--- config.mk ---
export PLATFORM = sky130hd
export DESIGN_NAME = uart_rx_fifo
export DESIGN_NICKNAME = d
export VERILOG_FILES = /design/src/rtl/uart_pkg.sv /design/src/rtl/sync_fifo.sv /design/src/rtl/uart_rx_fifo.sv
export SDC_FILE = /design/constraint.sdc
export NUM_CORES = 1
export LEC_CHECK = 0
export CAP_MARGIN = 15
export CORE_MARGIN = 2
export CORE_UTILIZATION = 40
export CTS_CLUSTER_DIAMETER = 40
export DETAILED_ROUTE_END_ITERATION = 10
export PLACE_DENSITY = 0.65
export SLEW_MARGIN = 20
export SYNTH_ARGS = -nofsm -noshare
export SYNTH_HDL_FRONTEND = slang
export SYNTH_SLANG_ARGS = --single-unit
--- constraint.sdc ---
create_clock -name clk -period 4.2 [get_ports clk]
set_clock_uncertainty 0.1 [all_clocks]
set_input_delay 1.26 -clock clk [delete_from_list [all_inputs] [get_ports clk]]
set_output_delay 1.26 -clock clk [all_outputs]
set_load 0.01 [all_outputs]
--- src/rtl/uart_pkg.sv ---
// Shared definitions for the UART receive path: trigger-level encodings,
// receive FIFO entry layout and default character-timeout length.
package uart_pkg;

    localparam int DATA_W            = 8;
    localparam int ENTRY_W           = 10;
    localparam int FRAME_BIT         = 8;
    localparam int PARITY_BIT        = 9;
    localparam int TIMEOUT_TICKS_DEF = 640;

    typedef enum logic [1:0] {
        TRIG_1  = 2'b00,
        TRIG_4  = 2'b01,
        TRIG_8  = 2'b10,
        TRIG_14 = 2'b11
    } trig_lvl_e;

    // Field order matches the FRAME_BIT/PARITY_BIT positions above.
    typedef struct packed {
        logic              parity_err;
        logic              frame_err;
        logic [DATA_W-1:0] data;
    } rx_entry_t;

endpackage

--- src/rtl/sync_fifo.sv ---
// Generic first-word-fall-through synchronous FIFO with push, pop, flush,
// registered count/full/empty and a head word that reads as zero when empty.
module sync_fifo #(
    parameter int WIDTH  = 8,
    parameter int DEPTH  = 16,
    parameter int ADDR_W = 4
) (
    input  logic              clk,
    input  logic              rst_n,
    input  logic              push_i,
    input  logic              pop_i,
    input  logic              flush_i,
    input  logic [WIDTH-1:0]  wdata_i,
    output logic [WIDTH-1:0]  rdata_o,
    output logic [ADDR_W:0]   count_o,
    output logic              full_o,
    output logic              empty_o
);

    localparam logic [ADDR_W:0]   DEPTH_C = (ADDR_W + 1)'(DEPTH);
    localparam logic [ADDR_W:0]   CNT_ONE = (ADDR_W + 1)'(1);
    localparam logic [ADDR_W-1:0] PTR_ONE = ADDR_W'(1);

    logic [WIDTH-1:0]  mem_q [DEPTH];
    logic [ADDR_W-1:0] wptr_q, wptr_d, rptr_q, rptr_d;
    logic [ADDR_W:0]   count_q, count_d;
    logic              full_q, empty_q;
    logic              doPush, doPop;

    // A pop frees the head slot, so a push into a full FIFO is legal alongside it.
    assign doPop  = pop_i && !empty_q && !flush_i;
    assign doPush = push_i && (!full_q || doPop) && !flush_i;

    always_comb begin
        wptr_d  = wptr_q;
        rptr_d  = rptr_q;
        count_d = count_q;
        if (flush_i) begin
            wptr_d  = '0;
            rptr_d  = '0;
            count_d = '0;
        end else begin
            if (doPush) wptr_d = wptr_q + PTR_ONE;
            if (doPop)  rptr_d = rptr_q + PTR_ONE;
            if (doPush && !doPop)      count_d = count_q + CNT_ONE;
            else if (doPop && !doPush) count_d = count_q - CNT_ONE;
        end
    end

    always_ff @(posedge clk or negedge rst_n) begin
        if (!rst_n) begin
            wptr_q  <= '0;
            rptr_q  <= '0;
            count_q <= '0;
            full_q  <= 1'b0;
            empty_q <= 1'b1;
        end else begin
            wptr_q  <= wptr_d;
            rptr_q  <= rptr_d;
            count_q <= count_d;
            full_q  <= (count_d == DEPTH_C);
            empty_q <= (count_d == '0);
        end
    end

    always_ff @(posedge clk) begin
        if (doPush) mem_q[wptr_q] <= wdata_i;
    end

    assign rdata_o = empty_q ? '0 : mem_q[rptr_q];
    assign count_o = count_q;
    assign full_o  = full_q;
    assign empty_o = empty_q;

endmodule

--- src/rtl/uart_rx_fifo.sv ---
// UART receive buffer: FWFT character FIFO plus sticky overrun, error-entry
// tracking, trigger-level interrupt and character-timeout interrupt.
module uart_rx_fifo
    import uart_pkg::*;
#(
    parameter int DEPTH         = 16,
    parameter int ADDR_W        = 4,
    parameter int TIMEOUT_TICKS = TIMEOUT_TICKS_DEF
) (
    input  logic              clk,
    input  logic              rst_n,
    input  logic              tick_16x,
    input  logic              rx_done,
    input  logic [7:0]        rx_data,
    input  logic              rx_frame_err,
    input  logic              rx_parity_err,
    input  logic              rd_en,
    input  logic              fifo_flush,
    input  logic              overrun_clr,
    input  logic [1:0]        trig_lvl,
    output logic [7:0]        rd_data,
    output logic              rd_frame_err,
    output logic              rd_parity_err,
    output logic              empty,
    output logic              full,
    output logic [ADDR_W:0]   count,
    output logic              err_in_fifo,
    output logic              overrun,
    output logic              rx_int_trig,
    output logic              rx_int_timeout
);

    localparam logic [ADDR_W:0] CNT_ONE  = (ADDR_W + 1)'(1);
    localparam logic [9:0]      TO_LIMIT = 10'(TIMEOUT_TICKS);
    localparam logic [9:0]      TO_ONE   = 10'(1);

    rx_entry_t         wrEntry, headEntry;
    logic [ENTRY_W-1:0] headBits;
    logic              push, pop, drop, errInc, errDec;
    logic [ADDR_W:0]   errCnt_q, errCnt_d, trigLevel;
    logic [9:0]        toCnt_q, toCnt_d;
    logic              overrun_q, overrun_d, timeout_q, timeout_d, errFlag_q;

    assign pop  = rd_en && !empty && !fifo_flush;
    assign push = rx_done && (!full || pop) && !fifo_flush;
    assign drop = rx_done && full && !pop && !fifo_flush;

    assign wrEntry = '{parity_err: rx_parity_err, frame_err: rx_frame_err, data: rx_data};

    sync_fifo #(
        .WIDTH  (ENTRY_W),
        .DEPTH  (DEPTH),
        .ADDR_W (ADDR_W)
    ) u_fifo (
        .clk     (clk),
        .rst_n   (rst_n),
        .push_i  (push),
        .pop_i   (pop),
        .flush_i (fifo_flush),
        .wdata_i (wrEntry),
        .rdata_o (headBits),
        .count_o (count),
        .full_o  (full),
        .empty_o (empty)
    );

    assign headEntry     = rx_entry_t'(headBits);
    assign rd_data       = headEntry.data;
    assign rd_frame_err  = headEntry.frame_err;
    assign rd_parity_err = headEntry.parity_err;

    assign errInc = push && (rx_frame_err || rx_parity_err);
    assign errDec = pop && (headEntry.frame_err || headEntry.parity_err);

    always_comb begin
        errCnt_d  = errCnt_q;
        overrun_d = overrun_q;
        if (fifo_flush)          errCnt_d = '0;
        else if (errInc && !errDec) errCnt_d = errCnt_q + CNT_ONE;
        else if (errDec && !errInc) errCnt_d = errCnt_q - CNT_ONE;
        // A fresh drop wins over a clear arriving in the same cycle.
        if (drop)             overrun_d = 1'b1;
        else if (overrun_clr) overrun_d = 1'b0;
    end

    // Timeout counts idle ticks only while characters sit unread.
    always_comb begin
        toCnt_d   = toCnt_q;
        timeout_d = timeout_q;
        if (push || pop || fifo_flush || empty) begin
            toCnt_d = '0;
        end else if (tick_16x && toCnt_q != TO_LIMIT) begin
            toCnt_d = toCnt_q + TO_ONE;
        end
        if (push || pop || fifo_flush) begin
            timeout_d = 1'b0;
        end else if (toCnt_d == TO_LIMIT && !empty) begin
            timeout_d = 1'b1;
        end
    end

    always_ff @(posedge clk or negedge rst_n) begin
        if (!rst_n) begin
            errCnt_q  <= '0;
            errFlag_q <= 1'b0;
            overrun_q <= 1'b0;
            toCnt_q   <= '0;
            timeout_q <= 1'b0;
        end else begin
            errCnt_q  <= errCnt_d;
            errFlag_q <= (errCnt_d != '0);
            overrun_q <= overrun_d;
            toCnt_q   <= toCnt_d;
            timeout_q <= timeout_d;
        end
    end

    always_comb begin
        trigLevel = CNT_ONE;
        case (trig_lvl_e'(trig_lvl))
            TRIG_1:  trigLevel = CNT_ONE;
            TRIG_4:  trigLevel = (ADDR_W + 1)'(4);
            TRIG_8:  trigLevel = (ADDR_W + 1)'(8);
            TRIG_14: trigLevel = (ADDR_W + 1)'(DEPTH - 2);
            default: trigLevel = CNT_ONE;
        endcase
    end

    assign rx_int_trig    = !empty && (count >= trigLevel);
    assign err_in_fifo    = errFlag_q;
    assign overrun        = overrun_q;
    assign rx_int_timeout = timeout_q;

endmodule

## Yosys cells after proc, flatten, opt, wreduce, memory -nomap -nowiden

Memories as Yosys holds them, arrays and structs flattened.
Cells that the tools add are included.
W data, S select, Z words.

| storage, ports and cells | value |
|---|---|
| register bits | 33 |
| bits in writable memories | 160 |
| input port bits | 19 |
| output and inout port bits | 21 |
| logic and storage cells | 87 |
| memories kept | 1 |

| operators by class | value |
|---|---|
| add/subtract/negate cells | 7 |
| order comparisons | 1 |
| equal/unequal tests | 6 |
| muxes and demuxes | 20 |
| reductions and logical operators | 42 |

Memories:

| name | words | bits a word | rd ports | clocked after Yosys merged registers in | wr ports | line | text |
|---|---|---|---|---|---|---|---|
| u_fifo.mem_q | 16 | 10 | 1 | 0 | 1 | sync_fifo.sv:24 | `logic [WIDTH-1:0] mem_q [DEPTH];` |

Operators by type and width:

| operator | number |
|---|---|
| $mux W10 | 3 |
| $mux W5 | 6 |
| $logic_and A1 B1 Y1 | 20 |
| $pmux W5 S4 | 1 |
| $mux W4 | 4 |
| $add A10 B1 Y10 const B | 1 |
| $add A5 B1 Y5 const B | 2 |
| $eq A10 B10 Y1 const B | 1 |
| $ne A10 B10 Y1 const B | 1 |
| $sub A5 B1 Y5 const B | 2 |
| $add A4 B1 Y4 const B | 2 |
| $logic_not A1 Y1 | 8 |
| $reduce_bool A2 Y1 | 4 |
| $logic_or A1 B1 Y1 | 7 |
| $mux W1 | 6 |
| $eq A5 B5 Y1 const B | 1 |
| $ge A5 B5 Y1 | 1 |
| $logic_not A5 Y1 | 1 |
| $reduce_bool A5 Y1 | 1 |
| $eq A2 B2 Y1 const B | 2 |
| $eq A2 B1 Y1 const B | 1 |
| $logic_not A2 Y1 | 1 |

## Longest topological paths before layout

Gate-level depths: netlist of the first run.

| depth | value |
|---|---|
| depth after elaboration | 14 |
| depth in mapped cells | 9 |
| gate-level depth less buffers | 8 |

## By module

A second synthesis of the first run with hierarchy kept.

| second synthesis, totals | value |
|---|---|
| cells, all modules | 515 |
| area total of the unflattened synthesis | 8391.8 µm² |

By module, submodules not included:

| module | instances | cells each | area an instance (µm²) |
|---|---|---|---|
| sync_fifo | 1 | 358 | 7035.5 |
| uart_rx_fifo | 1 | 157 | 1356.3 |

## Worst setup path before layout of the first run

No wires, ideal clock.

| path | value |
|---|---|
| path kind | register -> output |
| from | reg u_fifo.rptr_q[0] |
| to | out rd_data[0] |
| data arrival time | 2.326 ns |
| required time | 2.840 ns |
| path slack | 0.514 ns |
| cell stages (with the launch flop) | 7 |
| path through | dfrtp_1 buf_6 buf_12 clkbuf_1 mux4_2 mux4_2 nor2b_1 |

| between the ends | value |
|---|---|
| longest elaborated chain between the ends | 2 |

RTL lines:

| element | line | text |
|---|---|---|
| start, declared | sync_fifo.sv:25 | `logic [ADDR_W-1:0] wptr_q, wptr_d, rptr_q, rptr_d;` |
| start signal, assigned | sync_fifo.sv:59 | `rptr_q <= rptr_d;` |
| $mem_v2 Z16 W10 | n/a |  |
| $mux W10 | sync_fifo.sv:70 | `assign rdata_o = empty_q ? '0 : mem_q[rptr_q];` |
| end, declared | uart_rx_fifo.sv:21 | `output logic [7:0] rd_data,` |

Every way passes these cells.

## Final worst setup path of the first run

| path | value |
|---|---|
| from | reg u_fifo.rptr_q[0] |
| to | out rd_parity_err |

| between the ends | value |
|---|---|
| longest elaborated chain between the ends | 2 |

RTL lines:

| element | line | text |
|---|---|---|
| $mem_v2 Z16 W10 | n/a |  |
| $mux W10 | sync_fifo.sv:70 |  |
| end, declared | uart_rx_fifo.sv:23 | `output logic rd_parity_err,` |

Every way passes these cells.

==> metrics.yaml, run 1 <==
run_status:
  status: "finished clean"
critical_path:
  r2r_cells: 9
  crit_arrival_ns: 2.69
  ff2ff_setup_slack_ns: 1.07
  crit_path_max_fanout: 11
  start_kind: "flop"
  worstSetupEndpointType: "output pin"
  required_ns: 2.84
  r2r_end: "err_in_fifo"
  worstSetupPathType: "reg -> out"
  r2r_start: "u_fifo.rptr_q[0]"
  startpoint: "u_fifo.rptr_q[0]"
power:
  netSwitchingPower_mw: 1.14
  clock_power_share_pct: 33.7
  seq_power_share_pct: 47.2
  p_leak_nw: 3.51
  internal-power_mw: 3.54
  p_comb_share_pct: 19.1
  vdd_ir_drop_max_v: 0.000351
  power_density_nw_per_um2: 470
  finalPower_mw: 4.68
  swShare_pct: 24.3
floorplanning:
  dieHeight_um: 147
  core_area_um2: 20200
  die_x_um: 147
  ioPinCount: 40
  initial_core_util_pct: 40.8
  rows: 52
  dieArea_um2: 21700
global_routing:
  grt_max_degree: 34
  grt_pass1_vias: 4811
  track_usage_pct: 17.3
  grt_overflow: 0
  grt_pass1_wl_um: 27600
  antenna_found_initial: 1
yosys:
  ys_warn_count: 0
  avgSynthCellArea_um2: 17.0
  synth_cell_type_count: 49
  synthCells: 483
  ys_seq_area_share_pct: 68.5
  synth_seq_cells: 193
  synth_edf_count: 160
  syn_area_um2: 8220
  synth_fp_nets: 517
  synthArstFlopShare_pct: 17.1
  synthFlopType: "edfxtp_1"
worst_hold_path:
  worst_hold_path_type: "reg -> reg"
  whs_path_depth: 1
  min_from: "errCnt_q[4]"
  min_to: "errCnt_q[4]"
placed_design:
  dp_hpwl_um: 11500
  io_buffers: 39
  place_area_um2: 9210
  gp_congestion: 0.799
timing:
  setup_viol: 0
  min_period_ns: 4.05
  final.setup.tns_ns: 0
  post-route-period-util_pct: 96.4
  grt_setup_unrepaired: "false"
  slew_headroom_pct: 56.3
  maxSlewViolCount: 0
  tightest_slew_ns: 0.655
  hold_viol: 0
  fmax_ghz: 0.247
drt:
  ant_nets: 0
  drc: 0
  vias: 4569
  drtPass1Iterations: 4
  drt_iter0_markers: 456
  finalWirelength_um: 17800
  post_drt_via_cell_ratio: 5.33
  route.detailed.wl_per_inst_um: 20.7
run:
  drv_cap: 0
clocking:
  cts.path.max_buffers: 2
  cts_hold_buf: 0
  htreeDepth: 4
  cts_root_buf: "clkbuf_16"
  cts_made_buffers: 17
  clk-insertion-delay-late_ns: 0.42
  cts_tree: "done"
  clock_sinks: 193
  cts.clk_slew.worst_paths_ns: 0.07
final_layout:
  ff_latch_area_um2: 5630
  multi_input_area_um2: 2450
  fin_area_um2: 9950
  fin_nets: 608
  drive_gt1_share_pct: 23.3
  nFillCells: 1690
  syn_to_final_growth_pct: 21.1
[power by group through the flow]
stage	clock [mW]	sequential (mW)	combinational (mW)
2_1_floorplan	0	2.22	0.530
3_3_place_gp	0	2.24	0.797
3_5_place_dp	0	2.25	0.812
4_1_cts	1.61	2.21	0.906
5_1_grt	1.68	2.21	0.969
6_report	1.58	2.21	0.893
[how the worst max path moves through the flow]
stage	slack (ns)	end	cells after the start
4_1_cts	0.001	rd_data[2]	6
6_report	0.15	rd_parity_err	7
2_1_floorplan	0.51	rd_data[0]	6
5_1_grt	0.04	rd_parity_err	7
3_3_place_gp	-0.27	rx_int_trig	9
3_5_place_dp	-0.32	rx_int_trig	9
[flip-flops by register name, indices dropped and copies added, names as in the netlist]
register        count
u_fifo.empty_o      1
u_fifo.wptr_q       4
errCnt_q            5
u_fifo.full_o       1
u_fifo.rptr_q       4
overrun             1
u_fifo.count_o      5
toCnt_q            10
rx_int_timeout      1
err_in_fifo         1
u_fifo.mem_q      160
[routing by layer]
| metal | up-vias | part of all wire [%] | GRT usage (%) |
|---|---|---|---|
| met2 | 118 | 51 | 28.1 |
| li1 | 2070 | - | - |
| met3 | 20 | 3.8 | 2.73 |
| met4 | 0 | 1.8 | 6.88 |
| met5 | - | 0 | 0 |
| met1 | 2361 | 44 | 23.5 |
[logic make-up after synthesis]
family,after synthesis,share of synthesized area (%)
flip-flops,193,68.5
AND/OR/NAND/NOR,129,7.85
multiplexers,59,14.4
buffers and inverters,34,1.92
AO/OA/AOI/OAI,33,2.88
XOR/XNOR,20,2.13
adder cells (fa/ha/maj),15,2.28
[cell usage after synthesis, drive strengths merged, types with 2 or more instances]
cell / instances / area share, %
nand3: 4 / 0.24
xnor2: 12 / 1.3
clkbuf: 11 / 0.50
xor2: 8 / 0.85
a41oi: 2 / 0.21
nand2b: 9 / 0.68
a211oi: 5 / 0.46
nor4: 3 / 0.23
a21oi: 11 / 0.72
or2: 2 / 0.15
mux2i: 12 / 1.5
nor4b: 2 / 0.21
nor2b: 13 / 0.99
edfxtp: 160 / 58
nor4bb: 2 / 0.24
a221oi: 2 / 0.21
ha: 15 / 2.3
nor3: 9 / 0.55
nand2: 19 / 0.87
mux4: 46 / 13
o21ai: 3 / 0.18
buf: 8 / 0.73
or4: 3 / 0.27
nor2: 49 / 2.2
inv: 15 / 0.68
nand4: 8 / 0.61
or3: 2 / 0.15
a31oi: 3 / 0.41
dfrtp: 32 / 9.7
[critical path, stage by stage, from the launching register on]
cell	delay (ns)
dfrtp_2	0.37
buf_4	0.18
bufbuf_16	0.31
mux4_2	0.52
mux2i_1	0.15
mux2_4	0.19
nor2_1	0.05
clkdlybuf4s50_1	0.49
[cell type report]
| cell class | count | area share, % |
|---|---|---|
| Clock buffer | 29 | 5.75 |
| Timing Repair Buffer | 91 | 8.89 |
| Clock inverter | 3 | 0.176 |
| Tap cell | 270 | 3.39 |
| Multi-Input combinational cell | 256 | 24.6 |
| Inverter | 15 | 0.566 |
| Antenna cell | 1 | 0.0251 |
| Sequential cell | 193 | 56.6 |
[through the flow]
stage | hold slack, ns | util (%) | instances | worst slack [ns]
2_1_floorplan | 0.340 | - | 483 | 0.514
3_3_place_gp | 0.367 | 45.7 | 820 | -0.267
3_5_place_dp | 0.365 | 45.7 | 820 | -0.320
4_1_cts | 0.373 | 49.1 | 857 | 0.00137
5_1_grt | 0.424 | 49.3 | 858 | 0.0358
6_report | 0.372 | 49.3 | 858 | 0.151
[cell usage in the layout (no fill, tap or decap), drive strengths merged, types with 12 or more instances in the layout]
master | Yosys | final
edfxtp | 160 | 160
inv | 15 | 15
ha | 15 | 15
nor2 | 49 | 49
clkdlybuf4s50 | 0 | 27
mux4 | 46 | 46
nor2b | 13 | 13
mux2i | 12 | 12
xnor2 | 12 | 12
nand2 | 19 | 19
clkbuf | 11 | 29
dfrtp | 32 | 32
buf | 8 | 52
[what timing repair did]
| item | in CTS | in global routing |
|---|---|---|
| resized for setup | 8 | 16 |
| cloned | 3 | 0 |
| setup buffers | 2 | 0 |
| setup endpoints to repair | 9 | 10 |
(Power assumes the default switching activity.)
==> run 2: changes to the inputs <==
--- a/config.mk
+++ b/config.mk
@@ -14,4 +14,5 @@
 export SLEW_MARGIN = 20
 export SYNTH_ARGS = -nofsm -noshare
 export SYNTH_HDL_FRONTEND = slang
+export SYNTH_HIERARCHICAL = 1
 export SYNTH_SLANG_ARGS = --single-unit
==> run 2 against run 1 <==
  * First-iteration DRC count rose by 2.2%
  * Critical path type is now in -> out
  * Wire length is 4.3% lower
  * Global-route usage shrank 1.1 points
  * Sequential share of layout area is 0.63 points higher
  * Utilization fell by 1.2 points
  * Largest cell class unchanged
  * Critical path depth is 2 higher
  * Count of clock-buffer cells in the layout decreased by 10
  * Die area rose by 2.0%
  * Combinational power down 74%
==> metrics.yaml, run 2 <==
run_status:
  status: "finished clean"
critical_path:
  startpoint: "trig_lvl[0]"
  crit_cells: 9
  worstPathCellList: "dlygate4sd2_1, nor2_1, ha_1, nand2b_1, a21oi_1, nor2b_1, o21ai_0, a21oi_1, clkdlybuf4s15_2"
  crit_path_max_fanout: 3
  r2r_cells: 9
  slowest_delay_ns: 0.26
  cpMostUsedCell: "a21oi_1"
  start_kind: "primary input"
  crit_arrival_ns: 2.70
  endpoint: "rx_int_trig"
  r2r_end: "err_in_fifo"
  worstSetupEndpointType: "output pin"
  slowest_stage: "dlygate4sd2_1"
  worstSetupPathType: "in -> out"
  required_ns: 2.84
  ff2ff_setup_slack_ns: 0.97
  cp_num_buf_inv: 2
  path_delay_family: "buffers and inverters"
  r2r_start: "u_fifo/rptr_q[0]"
drt:
  finalWirelength_um: 17000
  ant_nets: 0
  drt_iter0_markers: 466
  route.detailed.wl_per_inst_um: 19.7
  drtPass1Iterations: 5
  vias: 4803
  post_drt_via_cell_ratio: 5.55
  drc: 0
yosys:
  avgSynthCellArea_um2: 16.3
  yosysTopAreaCellShare_pct: 57.3
  synth_fp_nets: 549
  synth_top_cell_by_area: "edfxtp_1"
  synth_edf_count: 160
  synthCells: 515
  post_synth_main_area_contributors: "edfxtp_1, mux4_2, dfrtp_1, mux2i_1, ha_1"
  synthMostInstantiatedCell: "edfxtp_1"
  ys_warn_count: 6
  synth_seq_cells: 193
  synthArstFlopShare_pct: 17.1
  syn_area_um2: 8390
  synthFlopType: "edfxtp_1"
  synth_cell_type_count: 62
  ys_seq_area_share_pct: 67.1
  yosys-top-cells-count: "edfxtp_1, nor2_1, mux4_2"
global_routing:
  grt_pass1_wl_um: 26800
  antenna_found_initial: 0
  grt_pass1_vias: 4857
  grt_max_degree: 42
  track_usage_pct: 16.2
  grt_overflow: 0
floorplanning:
  die_x_um: 149
  ioPinCount: 40
  rows: 52
  core_area_um2: 20400
  dieHeight_um: 149
  dieArea_um2: 22200
  initial_core_util_pct: 41.1
final_layout:
  diodes: 0
  final_common_cell: "edfxtp_1"
  drive_gt1_share_pct: 21.5
  syn_to_final_growth_pct: 17.3
  fin_area_um2: 9840
  fin_nets: 617
  largest_reg_flops: 160
  largestRegisters: "u_fifo/mem_q: 160 flops, toCnt_q: 10 flops"
  final_cell_mix: "edfxtp_1, nor2_1, mux4_2, clkdlybuf4s50_1, buf_4"
  nFillCells: 1749
  top_register: "u_fifo/mem_q"
clocking:
  cts.path.max_buffers: 2
  cts_made_buffers: 17
  cts_hold_buf: 0
  cts.clk_slew.worst_paths_ns: 0.07
  clock_sinks: 193
  cts_tree: "done"
  cts_root_buf: "clkbuf_16"
  clk-insertion-delay-late_ns: 0.42
  htreeDepth: 4
power:
  internal-power_mw: 3.02
  power_density_nw_per_um2: 394
  clock_power_share_pct: 39.4
  swShare_pct: 22.0
  seq_power_share_pct: 54.6
  p_leak_nw: 3.23
  netSwitchingPower_mw: 0.854
  vdd_ir_drop_max_v: 0.000222
  p_comb_share_pct: 6.1
  finalPower_mw: 3.88
timing:
  grt_setup_unrepaired: "false"
  post-route-period-util_pct: 96.8
  fmax_ghz: 0.246
  slew_headroom_pct: 51.4
  tightest_slew_ns: 0.724
  min_period_ns: 4.06
  setup_viol: 0
  setup_slack_ns: 0.136
  maxSlewViolCount: 0
  hold_viol: 0
  holdWs_ns: 0.407
worst_hold_path:
  worst_hold_path_type: "reg -> reg"
placed_design:
  place_ws_ns: -0.336
  io_buffers: 39
  place_area_um2: 9290
  gp_congestion: 0.787
  dp_hpwl_um: 11200
run:
  drv_cap: 0
## run 2: worst reg2reg max path, delay by kind of cell, from the launching register on
family	cells	cell delay (ns)
buffers and inverters	1	0.29
flip-flops	1	0.39
AND/OR/NAND/NOR	3	1.02
AO/OA/AOI/OAI	3	0.49
multiplexers	2	0.81
## run 2: final cells by class
type                    count  area, um2  share of cell area (%)
flip-flops and latches    193       5630                    57.2
multi-input cells         283       2580                    26.2
clock buffers              19        433                    4.40
inverters                  12       45.0                   0.458
well taps                 270        338                    3.43
clock inverters            12        123                    1.25
repair buffers             76        692                    7.03
## run 2: kinds of logic (layout without fill, tap and decap cells)
kind of cell / Yosys count / in the layout / share of synthesized area [%]
DFF: 193 / 193 / 67.1
and+or+nand+nor: 133 / 133 / 8.56
muxes: 65 / 65 / 13.8
AOI/OAI and AO/OA: 54 / 54 / 4.49
buffers and inverters: 39 / 119 / 2.16
xor gates and xnor gates: 16 / 16 / 1.67
adders and majority gates: 15 / 15 / 2.24
## run 2: worst min path at each step
stage	start	end	cells after the start
detailed placement	overrun	overrun	1
finish	overrun	overrun	1
global placement	overrun	overrun	1
global route	overrun	overrun	1
CTS	overrun	overrun	1
floorplan	overrun	overrun	1
## run 2: power by group through the flow
stage	Combinational, mW	Clock [mW]	Sequential, mW
6_report	0.236	1.53	2.12
5_1_grt	0.260	1.64	2.12
3_5_place_dp	0.239	0	2.16
2_1_floorplan	0.117	0	2.15
3_3_place_gp	0.230	0	2.15
4_1_cts	0.239	1.56	2.12
## run 2: metrics by stage
stage,cells,utilization [%],setup TNS [ns]
2_1_floorplan,515,-,0
3_3_place_gp,834,45.5,-0.270
3_5_place_dp,834,45.5,-0.336
4_1_cts,865,48.2,0
5_1_grt,865,48.2,0
6_report,865,48.2,0
## run 2: timing repair
action,CTS,global route
setup buffers,0,0
endpoints found under the setup margin,1,0
gates resized for setup,5,0
## run 2: metal layers
layer | share of wire, % | global-route usage, % | wire length, um | vias up
met5 | 0 | 0 | 0 | -
met4 | 1.1 | 3.38 | 192 | 0
met3 | 4.9 | 4.13 | 828 | 19
met2 | 51 | 27.8 | 8700 | 166
met1 | 43 | 21.1 | 7290 | 2444
li1 | - | - | - | 2174
==> run 3: changes to the inputs <==
--- a/config.mk
+++ b/config.mk
@@ -7,10 +7,10 @@
 export LEC_CHECK = 0
 export CAP_MARGIN = 15
 export CORE_MARGIN = 2
-export CORE_UTILIZATION = 40
+export CORE_UTILIZATION = 56
 export CTS_CLUSTER_DIAMETER = 40
 export DETAILED_ROUTE_END_ITERATION = 10
-export PLACE_DENSITY = 0.65
+export PLACE_DENSITY = 0.83
 export SLEW_MARGIN = 20
 export SYNTH_ARGS = -nofsm -noshare
 export SYNTH_HDL_FRONTEND = slang
==> run 3 against run 2 <==
  * Worst setup slack improved by 0.0037 ns
  * Combinational power hardly changed
  * Clock power hardly changed
  * Sequential power about the same
  * Sequential share of layout area rose by 0.68 points
  * First-iteration DRC count grew 4.5%
  * Die area fell by 28%
  * Utilization up 18 points
  * Final cell count decreased by 10%
  * Global-route usage rose by 7.0 points
  * Hold slack got worse by 0.0091 ns
  * Total power decreased by 0.68%
==> metrics.yaml, run 3 (synthesis gave the netlist of run 2 again) <==
run_status:
  status: "finished clean"
drt:
  drtPass1Iterations: 4
  drt_iter0_markers: 487
  post_drt_via_cell_ratio: 6.20
  drc: 0
  vias: 4822
  ant_nets: 0
  route.detailed.wl_per_inst_um: 22.4
  finalWirelength_um: 17500
critical_path:
  worstSetupEndpointType: "output pin"
  start_kind: "flop"
  worstSetupPathType: "reg -> out"
  cp_num_buf_inv: 2
  slowest_delay_ns: 0.56
  worstPathCellList: "buf_12, mux4_2, mux2i_1, o22ai_1, clkdlybuf4s50_1"
  slowest_stage: "dfrtp_2"
  path_delay_family: "buffers and inverters"
  required_ns: 2.84
  r2r_start: "u_fifo/rptr_q[0]"
  crit_path_max_fanout: 15
  startpoint: "u_fifo/rptr_q[0]"
  crit_arrival_ns: 2.70
clocking:
  htreeDepth: 4
  cts_tree: "done"
  clock_sinks: 193
  clk-insertion-delay-late_ns: 0.44
  cts_root_buf: "clkbuf_16"
  post_cts_buffers: 0
  cts_hold_buf: 0
  cts.path.max_buffers: 2
  cts.clk_slew.worst_paths_ns: 0.07
  cts_made_buffers: 17
final_layout:
  diodes: 0
  drive_gt1_share_pct: 21.5
  final_common_cell: "edfxtp_1"
  nFillCells: 962
  multi_input_area_um2: 2580
  ff_latch_area_um2: 5630
  final_cell_mix: "edfxtp_1, nor2_1, mux4_2, clkdlybuf4s50_1, buf_4"
  top_register: "u_fifo/mem_q"
  largest_reg_flops: 160
  syn_to_final_growth_pct: 15.9
  fin_nets: 615
  final_util_pct: 66.7
  largestRegisters: "u_fifo/mem_q: 160 flops, toCnt_q: 10 flops"
timing:
  maxSlewViolCount: 0
  tightest_slew_ns: 0.736
  grt_setup_unrepaired: "false"
  hold_viol: 0
  post-route-period-util_pct: 96.7
  setup_viol: 0
  min_period_ns: 4.06
  fmax_ghz: 0.246
  holdWs_ns: 0.398
  slew_headroom_pct: 50.2
power:
  vdd_ir_drop_max_v: 0.000303
  clock_power_share_pct: 39.0
  swShare_pct: 22.9
  p_comb_share_pct: 6.1
  seq_power_share_pct: 54.9
  netSwitchingPower_mw: 0.882
  power_density_nw_per_um2: 396
  p_leak_nw: 3.22
  internal-power_mw: 2.97
placed_design:
  dp_hpwl_um: 11100
  io_buffers: 39
  gp_congestion: 0.899
global_routing:
  track_usage_pct: 23.2
  grt_overflow: 0
  antenna_found_initial: 0
  grt_max_degree: 39
  grt_pass1_wl_um: 27600
  grt_pass1_vias: 4861
worst_hold_path:
  worst_hold_path_type: "reg -> reg"
  min_from: "overrun"
floorplanning:
  core_area_um2: 14600
  dieArea_um2: 16000
  rows: 44
  initial_core_util_pct: 57.5
  ioPinCount: 40
  dieHeight_um: 126
  die_x_um: 126
run:
  drv_cap: 0
run 3: final cells by class:
class	instances	share of cell area, %
multi-input cells	283	26.5
clock inverters	15	1.29
flip-flops and latches	193	57.9
repair buffers	74	7.09
clock buffers	17	4.37
inverters	12	0.463
well taps	184	2.37
run 3: worst paths after layout:
kind                                  end  slack [ns]  cells past startpoint
min                               overrun        0.40                      1
max                          rd_frame_err        0.14                      5
min reg2reg                       overrun        0.40                      1
max reg2reg                   err_in_fifo        0.99                      9
min in group asynchronous      toCnt_q[5]        1.14                      2
max in group asynchronous  u_fifo/empty_o        2.53                      2
run 3: repair_timing:
| item | in CTS | in global routing |
|---|---|---|
| endpoints found under the hold margin | 0 | 0 |
| setup endpoints to repair | 1 | 0 |
| resized for setup | 6 | 0 |
run 3: power by group through the flow:
stage	Combinational, mW	Clock [mW]	Sequential (mW)
2_1_floorplan	0.117	0	2.15
4_1_cts	0.237	1.53	2.11
3_3_place_gp	0.225	0	2.15
5_1_grt	0.257	1.61	2.12
3_5_place_dp	0.237	0	2.15
6_report	0.235	1.50	2.11
run 3: per-stage QoR:
step | TNS, ns | setup slack [ns] | cell area [um2] | std cells | power, mW
2_1_floorplan | 0 | 0.711 | 8390 | 515 | 2.27
3_3_place_gp | -0.270 | -0.270 | 9180 | 746 | 2.38
3_5_place_dp | -0.306 | -0.306 | 9180 | 746 | 2.39
4_1_cts | 0 | 0.0839 | 9730 | 778 | 3.88
5_1_grt | 0 | 0.00734 | 9730 | 778 | 3.98
6_report | 0 | 0.140 | 9730 | 778 | 3.85
run 3: layer usage:
metal / GRT usage (%) / vias up / part of all wire (%) / wire length, um
li1: - / 2162 / - / -
met1: 29.4 / 2431 / 39 / 6820
met2: 38.5 / 194 / 52 / 9110
met3: 6.33 / 35 / 6.4 / 1120
met4: 8.92 / 0 / 2.4 / 416
met5: 0 / - / 0 / 0
